`config.mk`:
```
export PLATFORM = sky130hd
export DESIGN_NAME = fir_coeff_loader
export DESIGN_NICKNAME = d
export VERILOG_FILES = /design/src/rtl/fir_coeff_loader.sv
export SDC_FILE = /design/constraint.sdc
export NUM_CORES = 1
export LEC_CHECK = 0
export ABC_AREA = 1
export CORE_ASPECT_RATIO = 0.8
export CORE_UTILIZATION = 60
export DETAILED_ROUTE_END_ITERATION = 12
export PLACE_DENSITY = 0.85
export SYNTH_ARGS = -nofsm -noshare
export SYNTH_HDL_FRONTEND = slang
export SYNTH_SLANG_ARGS = --single-unit
```
`constraint.sdc`:
```
create_clock -name clk -period 3.4 [get_ports clk]
set_input_delay 0.68 -clock clk [delete_from_list [all_inputs] [get_ports clk]]
set_output_delay 0.68 -clock clk [all_outputs]
set_load 0.02 [all_outputs]
```
`src/rtl/fir_coeff_loader.sv`:
```
// Double-buffered FIR coefficient loader: streams order taps into a shadow bank, then swaps banks atomically.
// Latency: last tap accepted at edge N -> bank_sel toggles, coeffs_out updates and load_done pulses at edge N+1 (+1 beat with checksum).
// Backpressure: coeff_ready is high only in LOAD/CHECK; coeff_valid outside those states is ignored.
//
// Ports: clk/reset (async active-low), load_start pulse, coeff_in/coeff_valid/coeff_ready beat handshake,
//        coeffs_out (active bank, tap j at [j*width +: width]), bank_sel, busy, load_done pulse, load_err sticky.
// Optional build macro FIR_COEFF_CHECKSUM_EN adds a trailing checksum beat (sum of taps mod 2^width) before commit.
module fir_coeff_loader #(
  parameter int width = 16,
  parameter int order = 32
) (
  input  logic                    clk,
  input  logic                    reset,
  input  logic                    load_start,
  input  logic signed [width-1:0] coeff_in,
  input  logic                    coeff_valid,
  output logic                    coeff_ready,
  output logic [order*width-1:0]  coeffs_out,
  output logic                    bank_sel,
  output logic                    busy,
  output logic                    load_done,
  output logic                    load_err
);

  localparam int CW = $clog2(order) + 1;
  localparam int AW = (order > 1) ? $clog2(order) : 1;

  typedef enum logic [1:0] {
    IDLE   = 2'd0,
    LOAD   = 2'd1,
`ifdef FIR_COEFF_CHECKSUM_EN
    CHECK  = 2'd2,
`endif
    COMMIT = 2'd3
  } state_t;

  state_t                       state_q, state_d;
  logic [CW-1:0]                cnt_q, cnt_d;
  logic                         bank_sel_q, bank_sel_d;
  logic                         load_done_q, load_done_d;
  logic                         load_err_q, load_err_d;
  logic                         shadow_we;
  logic [order-1:0][width-1:0]  bank_q [2];
`ifdef FIR_COEFF_CHECKSUM_EN
  logic [width-1:0]             sum_q, sum_d;
`endif

  always_comb begin
    state_d     = state_q;
    cnt_d       = cnt_q;
    bank_sel_d  = bank_sel_q;
    load_done_d = 1'b0;
    load_err_d  = load_err_q;
    shadow_we   = 1'b0;
`ifdef FIR_COEFF_CHECKSUM_EN
    sum_d       = sum_q;
`endif
    if (load_start) begin
      // A start always wins, even over a beat on the same edge; restarting
      // mid-load (including in COMMIT) is flagged and the swap never happens.
      state_d    = LOAD;
      cnt_d      = '0;
      load_err_d = (state_q != IDLE);
`ifdef FIR_COEFF_CHECKSUM_EN
      sum_d      = '0;
`endif
    end else begin
      case (state_q)
        LOAD: begin
          if (coeff_valid) begin
            shadow_we = 1'b1;
            cnt_d     = cnt_q + CW'(1);
`ifdef FIR_COEFF_CHECKSUM_EN
            sum_d     = sum_q + coeff_in;
`endif
            if (cnt_q == CW'(order - 1)) begin
`ifdef FIR_COEFF_CHECKSUM_EN
              state_d = CHECK;
`else
              state_d = COMMIT;
`endif
            end
          end
        end
`ifdef FIR_COEFF_CHECKSUM_EN
        CHECK: begin
          if (coeff_valid) begin
            if (coeff_in == sum_q) begin
              state_d = COMMIT;
            end else begin
              load_err_d = 1'b1;
              state_d    = IDLE;
            end
          end
        end
`endif
        COMMIT: begin
          bank_sel_d  = ~bank_sel_q;
          load_done_d = 1'b1;
          state_d     = IDLE;
        end
        default: begin
          state_d = state_q;
        end
      endcase
    end
  end

  always_ff @(posedge clk or negedge reset) begin
    if (!reset) begin
      state_q     <= IDLE;
      cnt_q       <= '0;
      bank_sel_q  <= 1'b0;
      load_done_q <= 1'b0;
      load_err_q  <= 1'b0;
      bank_q[0]   <= '0;
      bank_q[1]   <= '0;
`ifdef FIR_COEFF_CHECKSUM_EN
      sum_q       <= '0;
`endif
    end else begin
      state_q     <= state_d;
      cnt_q       <= cnt_d;
      bank_sel_q  <= bank_sel_d;
      load_done_q <= load_done_d;
      load_err_q  <= load_err_d;
`ifdef FIR_COEFF_CHECKSUM_EN
      sum_q       <= sum_d;
`endif
      // Only the shadow bank is ever written; the counter bound keeps the
      // index inside the bank even for non-power-of-two orders.
      if (shadow_we && (cnt_q < CW'(order))) begin
        bank_q[~bank_sel_q][cnt_q[AW-1:0]] <= coeff_in;
      end
    end
  end

`ifdef FIR_COEFF_CHECKSUM_EN
  assign coeff_ready = (state_q == LOAD) || (state_q == CHECK);
`else
  assign coeff_ready = (state_q == LOAD);
`endif
  assign busy       = (state_q != IDLE);
  assign bank_sel   = bank_sel_q;
  assign load_done  = load_done_q;
  assign load_err   = load_err_q;
  assign coeffs_out = bank_q[bank_sel_q];

endmodule

```
==> summary.txt, run 1 <==
Placement
  – IO Port Bufs: 536
  – Pre-CTS WS: 0.353 ns
  – Hpwl dp: 92700 um
  – GP Congestion: 0.859
  – Area after DPL: 0.0539 mm2
  – Placed cells: 7635

Run status
  – Run status: finished, violations left
  – Failing checks: setup timing

Setup path
  – Setup crit end kind: primary output
  – Crit-path cells: buf_12, nand2_1, nand2_1, clkdlybuf4s50_1
  – Critical path launch point type: flop
  – Worst endpoint required time: 2.72 ns
  – Most numerous cell on the critical path: nand2_1
  – FF-to-FF path depth: 6
  – CP max stage delay: 0.64 ns
  – WP data arrival: 2.79 ns
  – Max Fanout on Critical Path: 103
  – Critical-path top delay cell: clkdlybuf4s50_1
  – Critical path class: flop to primary output

Synth
  – Synth top area share: 0.546
  – Syn_nets: 6365
  – Synth cell count leaders: nand2_1, dfrtp_1, nand3_1, clkbuf_1, buf_2
  – Synth area leader: dfrtp_1
  – Dominant register cell in the synthesized netlist: dfrtp_1
  – Average size of a mapped cell: 7.48 um2
  – Post-synth EDFFs: 0
  – Ys async rst share: 1.00
  – Mapped Area: 0.0474 mm2
  – Yosys reg bits: 1035
  – Main area contributors after synthesis: dfrtp_1, nand2_1, nand3_1, clkbuf_1, buf_2
  – Seq/Total Area, Yosys: 0.546
  – Synth cell types: 24
  – Mapped Cells: 6341
  – Synth warnings: 0
  – Top-count cell post-synth: nand2_1

Cells and area
  – P&R area growth vs syn: 22.5%
  – Final #Nets: 6754
  – Final Non-Filler Cells: 7833
  – Storage element area: 0.0259 mm2
  – Fillers: 5434
  – Layout cell share with drive strength beyond 1: 0.0645
  – Multi-input gate area: 0.0192 mm2
  – Non-Filler Cell Area, Final: 0.0580 mm2

Global routing
  – Vias in the first global route: 42900
  – GRT overflow: 0
  – Largest net degree at the start of global routing: 104
  – Initial antenna violation count: 6
  – Global-route wire length before repair: 244000 um
  – GRT Total Usage: 0.394

Floorplanning
  – FP Rows: 91
  – Initial Utilization: 0.610
  – Core Area: 0.0777 mm2
  – Die Wd: 316 um
  – Die Span Y: 253 um
  – DIE AREA: 0.0801 mm2
  – Io pins: 537

Routing
  – WL/cell: 20.3 um
  – DRC errors left: 0
  – Initial drt markers: 5982
  – Vias: 45500
  – Vias per cell: 5.81
  – TritonRoute pass-1 iters: 6
  – Post-DRT Antenna Nets: 0
  – Wirelength, routed: 159000 um

Clocking
  – Root buf cell: clkbuf_16
  – CTS tree: done
  – CTS max path bufs: 3
  – Clk_lat worst skew: 0.66 ns
  – H-tree lvl count: 3
  – Num CTS Buffers: 100
  – Clk slew on worst S/H paths: 0.06 ns
  – Sink Count: 1035

Pwr
  – PD cells: 560 mW/mm2
  – Leak pwr: 34.8 nW
  – Total power: 32.5 mW
  – VDD IR-drop max: 0.000549 V

Min path
  – Hold Path Stages: 2
  – Worst hold path class: flop to flop

Timing
  – Max Slew Vio Count: 0
  – Worst slew pin tran: 1.26 ns
  – Final Hold Vio Count: 0
  – RSZ-0062 raised after global routing: yes
  – Final Critical Period: 3.47 ns
  – Final setup fails: 1
  – Final worst-path cycle share: 1.02
  – Max_slew headroom: 0.157
  – Clock Skews: 0.0205 ns
  – Worst Slack Setup Final: -0.0676 ns
  – Highest Clock Rate: 0.288 GHz

Job
  – MaxCap Viol Count: 0
cells by family (layout without fill, tap and decap cells):
group,count (synthesis),in the layout,synth area share
compound gates,42,42,0.00446
xor+xnor,1,1,0.000185
fa+ha+maj,4,4,0.00106
simple gates,4752,4752,0.400
buf+inv,507,974,0.0477
flops,1035,1035,0.546
other cells,0,2,0
cell usage in the layout, fill, tap and decap left out, types with 20 or more instances in the layout:
| cell | count |
|---|---|
| buf_12 | 38 |
| buf_4 | 175 |
| clkbuf_1 | 20 |
| clkbuf_16 | 104 |
| clkbuf_8 | 21 |
| clkdlybuf4s50_1 | 348 |
| dfrtp_1 | 1034 |
| dlygate4sd2_1 | 43 |
| dlymetal6s2s_1 | 125 |
| inv_1 | 42 |
| nand2_1 | 3926 |
| nand3_1 | 716 |
| nand4_1 | 28 |
| nor2_1 | 36 |
| nor2_2 | 30 |
| o21ai_0 | 38 |
metrics by stage:
| stage | utilization | hold slack, ns | setup TNS, ns |
|---|---|---|---|
| final | 0.748 | 0.469 | -0.0676 |
| after global routing | 0.748 | 0.480 | -0.415 |
| after CTS | 0.743 | 0.473 | -0.0171 |
| after detailed placement | 0.695 | 0.458 | 0 |
| after global placement | 0.695 | 0.453 | 0 |
| after floorplan | - | 0.384 | 0 |
registers in the layout (all words and copies together) (netlist names):
name and flops:
bank_q 1024, bank_sel 1, state_q 2, load_done 1
load_err 1, cnt_q 6
layer usage:
layer | vias up | routed length, um | global-route usage
met5 | - | 41 | 0
met2 | 3002 | 71600 | 0.584
met1 | 21500 | 59300 | 0.541
met3 | 602 | 18400 | 0.0840
met4 | 8 | 9900 | 0.223
li1 | 20400 | - | -
repair_timing:
item                                    CTS  global route
hold buffers                              1             0
setup buffers                             7             0
gates resized for setup                  56           128
endpoints found under the setup margin  434           173
endpoints found under the hold margin     5             0
gates cloned                              7             1
path summary, 6_finish.rpt:
check	from	to	slack [ns]
setup / recovery	bank_sel$_DFFE_PN0P_	coeffs_out[255]	-0.07
hold / removal	bank_q[441]$_DFFE_PN0P_	bank_q[441]$_DFFE_PN0P_	0.47
setup reg to reg	bank_sel$_DFFE_PN0P_	bank_q[186]$_DFFE_PN0P_	0.41
hold reg to reg	bank_q[441]$_DFFE_PN0P_	bank_q[441]$_DFFE_PN0P_	0.47
max in group asynchronous	reset	bank_q[853]$_DFFE_PN0P_	1.67
min in group asynchronous	reset	bank_q[1012]$_DFFE_PN0P_	0.60
worst max-delay path: cells and delay by family, from the launching register on:
family | cells | cell delay (ns)
simple gates | 2 | 0.37
buf+inv | 2 | 1.01
flops | 1 | 0.59
area by class of cell:
class	count	share of cell area
clock inverters	36	0.00907
multi-input cells	4799	0.332
repair inverters	1	0.000151
repair buffers	746	0.137
clock buffers	144	0.0507
well taps	1023	0.0220
diodes	2	0.0000862
flip-flops and latches	1035	0.446
inverters	47	0.00332
report_power, final:
| group | internal (mW) | switching, mW |
|---|---|---|
| clock | 6.98 | 4.89 |
| sequential | 12.9 | 0.364 |
| combinational | 2.22 | 5.20 |
| total | 22.1 | 10.5 |
Note: power is estimated with default switching activity, not from simulation.
==> inputs of run 2 (changes only) <==
- GPL_TIMING_DRIVEN: unset -> 1
- PLACE_DENSITY: 0.85 -> 0.82
- TNS_END_PERCENT: unset -> 1
==> run 2 against run 1 <==
Net effect:
- the flow still finishes with violations (setup timing)
- via count fell by 1.3%
- worst setup slack better by 0.0028 ns
- register-to-register slack worse by 0.18 ns
- non-clock buffer count fell by 48
- die area did not move
- critical path type unchanged
==> summary.txt, run 2 (same netlist as run 1, synthesis figures left out) <==
Routing
  – Vias: 44900 (-1.3%)
  – Initial drt markers: 5545 (-7.3%)
  – Post-DRT Antenna Nets: 0 (unchanged)
  – Wirelength, routed: 157000 um (-1.2%)
  – TritonRoute pass-1 iters: 9 (+3)
  – DRC errors left: 0 (unchanged)
  – Vias per cell: 5.77 (-0.76%)
  – WL/cell: 20.2 um (-0.65%)

Cells and area
  – Most common cell after layout, fill and taps aside: nand2_1
  – Max FFs per register: 1024 (unchanged)
  – P&R area growth vs syn: 20.9%
  – Final Non-Filler Cells: 7787 (-0.59%)
  – Final #Nets: 6706 (-0.71%)
  – Non-Filler Cell Area, Final: 0.0573 mm2 (-1.3%)
  – Layout cell share with drive strength beyond 1: 0.0577 (-0.00681)
  – Largest regs: bank_q x1024, cnt_q x6, state_q x2
  – Largest Register: bank_q
  – Fillers: 5752 (+5.9%)
  – Most frequent cells in the layout: nand2_1, dfrtp_1, nand3_1

Timing
  – Final setup fails: 41 (+40)
  – Clock Skews: 0.0267 ns (+0.00621 ns)
  – Final Critical Period: 3.46 ns (-0.00284 ns)
  – Final worst-path cycle share: 1.02 (about the same)
  – RSZ-0062 raised after global routing: yes
  – Final Hold Vio Count: 0 (unchanged)
  – Max Slew Vio Count: 0 (unchanged)
  – Worst Slack Setup Final: -0.0647 ns (+0.00284 ns)
  – Highest Clock Rate: 0.289 GHz (about the same)
  – Final TNS setup: -0.816 ns (-0.749 ns)
  – Max_slew headroom: 0.199 (+0.0422)
  – Worst slew pin tran: 1.20 ns (-0.0587 ns)

Run status
  – Failing checks: setup timing
  – Run status: finished, violations left

Placement
  – IO Port Bufs: 536 (unchanged)
  – Hpwl dp: 93300 um (+0.63%)
  – Placed cells: 7594 (-0.54%)
  – GP Congestion: 0.856 (-0.33%)
  – Area after DPL: 0.0536 mm2 (-0.59%)

Setup path
  – Max Fanout on Critical Path: 43 (-58%)
  – Critical path class: flop to primary output
  – Critical-path top delay cell: clkdlybuf4s50_1
  – Crit path buffers/inverters: 3 (+1)
  – Cell family with most CP delay: buffers and inverters
  – Setup crit end kind: primary output
  – Crit-path cells: buf_16, bufbuf_16, nand2_1, nand2_1, clkdlybuf4s50_1
  – Most numerous cell on the critical path: nand2_1
  – CP max stage delay: 0.62 ns (-0.02 ns)
  – WP data arrival: 2.78 ns (about the same)
  – Worst endpoint required time: 2.72 ns (about the same)
  – Critical path launch point type: flop

Floorplanning
  – Die Span Y: 253 um (unchanged)
  – Die Wd: 316 um (unchanged)
  – DIE AREA: 0.0801 mm2 (unchanged)
  – Core Area: 0.0777 mm2 (unchanged)
  – Io pins: 537 (unchanged)
  – Initial Utilization: 0.610 (unchanged)
  – FP Rows: 91 (unchanged)

Clocking
  – Clk_lat worst skew: 0.68 ns (+0.02 ns)
  – Num CTS Buffers: 100 (unchanged)
  – CTS tree: done
  – CTS max path bufs: 3 (unchanged)
  – Root buf cell: clkbuf_16
  – Clk slew on worst S/H paths: 0.06 ns (about the same)
  – Sink Count: 1035 (unchanged)
  – H-tree lvl count: 3 (unchanged)

Pwr
  – VDD IR-drop max: 0.000411 V (-25%)
  – Total power: 31.8 mW (-2.1%)
  – PD cells: 556 mW/mm2 (-0.88%)
  – Leak pwr: 32.8 nW (-5.8%)

Global routing
  – GRT Total Usage: 0.393 (-0.00136)
  – Vias in the first global route: 42200 (-1.7%)
  – Global-route wire length before repair: 243000 um (-0.45%)
  – Initial antenna violation count: 6 (unchanged)
  – Largest net degree at the start of global routing: 103 (-0.96%)
  – GRT overflow: 0 (unchanged)

Min path
  – Worst hold path class: input pin to asynchronous set/reset pin

Job
  – MaxCap Viol Count: 0 (unchanged)
run 2: path summary, 6_finish.rpt:
kind / startpoint / endpoint / slack [ns] / cells after the start
worst max-delay path: bank_sel$_DFFE_PN0P_ / coeffs_out[23] / -0.06 / 5
worst min-delay path: reset / bank_q[509]$_DFFE_PN0P_ / 0.04 / 1
worst max register to register: bank_sel$_DFFE_PN0P_ / bank_q[189]$_DFFE_PN0P_ / 0.23 / 6
worst min register to register: bank_q[969]$_DFFE_PN0P_ / bank_q[969]$_DFFE_PN0P_ / 0.47 / 2
max in group asynchronous: reset / bank_q[744]$_DFFE_PN0P_ / 2.33 / 2
min in group clk: coeff_in[13] / bank_q[61]$_DFFE_PN0P_ / 0.34 / 3
run 2: repair_timing:
action	in CTS	in global routing
setup buffers	3	0
hold buffers	0	0
gates cloned	6	0
resized for setup	19	54
setup endpoints to repair	473	263
endpoints found under the hold margin	0	0
run 2: final cells by class:
class | instances | area, um2 | area share
multi-input cells | 4799 | 19200 | 0.336
well taps | 1023 | 1280 | 0.0223
diodes | 2 | 5.00 | 0.0000873
repair inverters | 1 | 8.76 | 0.000153
repair buffers | 698 | 7370 | 0.129
inverters | 47 | 193 | 0.00336
clock buffers | 150 | 3000 | 0.0524
clock inverters | 32 | 300 | 0.00524
flip-flops and latches | 1035 | 25900 | 0.452
run 2: routing by layer:
metal	share of wire	wire (um)	track usage
met2	0.45	70900	0.585
met4	0.053	8280	0.197
met1	0.39	61500	0.551
met5	0.00029	46	0
met3	0.11	16500	0.0776
run 2: stage by stage:
stage           util  hold WS [ns]  setup slack [ns]
2_1_floorplan      -         0.384              1.06
3_3_place_gp   0.691         0.453             0.422
3_5_place_dp   0.691         0.458             0.362
4_1_cts        0.736        0.0152           -0.0431
5_1_grt        0.738        0.0374            -0.128
6_report       0.738        0.0355           -0.0647
run 2: where the power goes:
part           switching (mW)  internal (mW)  total [mW]
Sequential              0.354           12.9        13.2
Clock                    4.89           6.40        11.3
Combinational            5.18           2.15        7.32
Total                    10.4           21.4        31.8
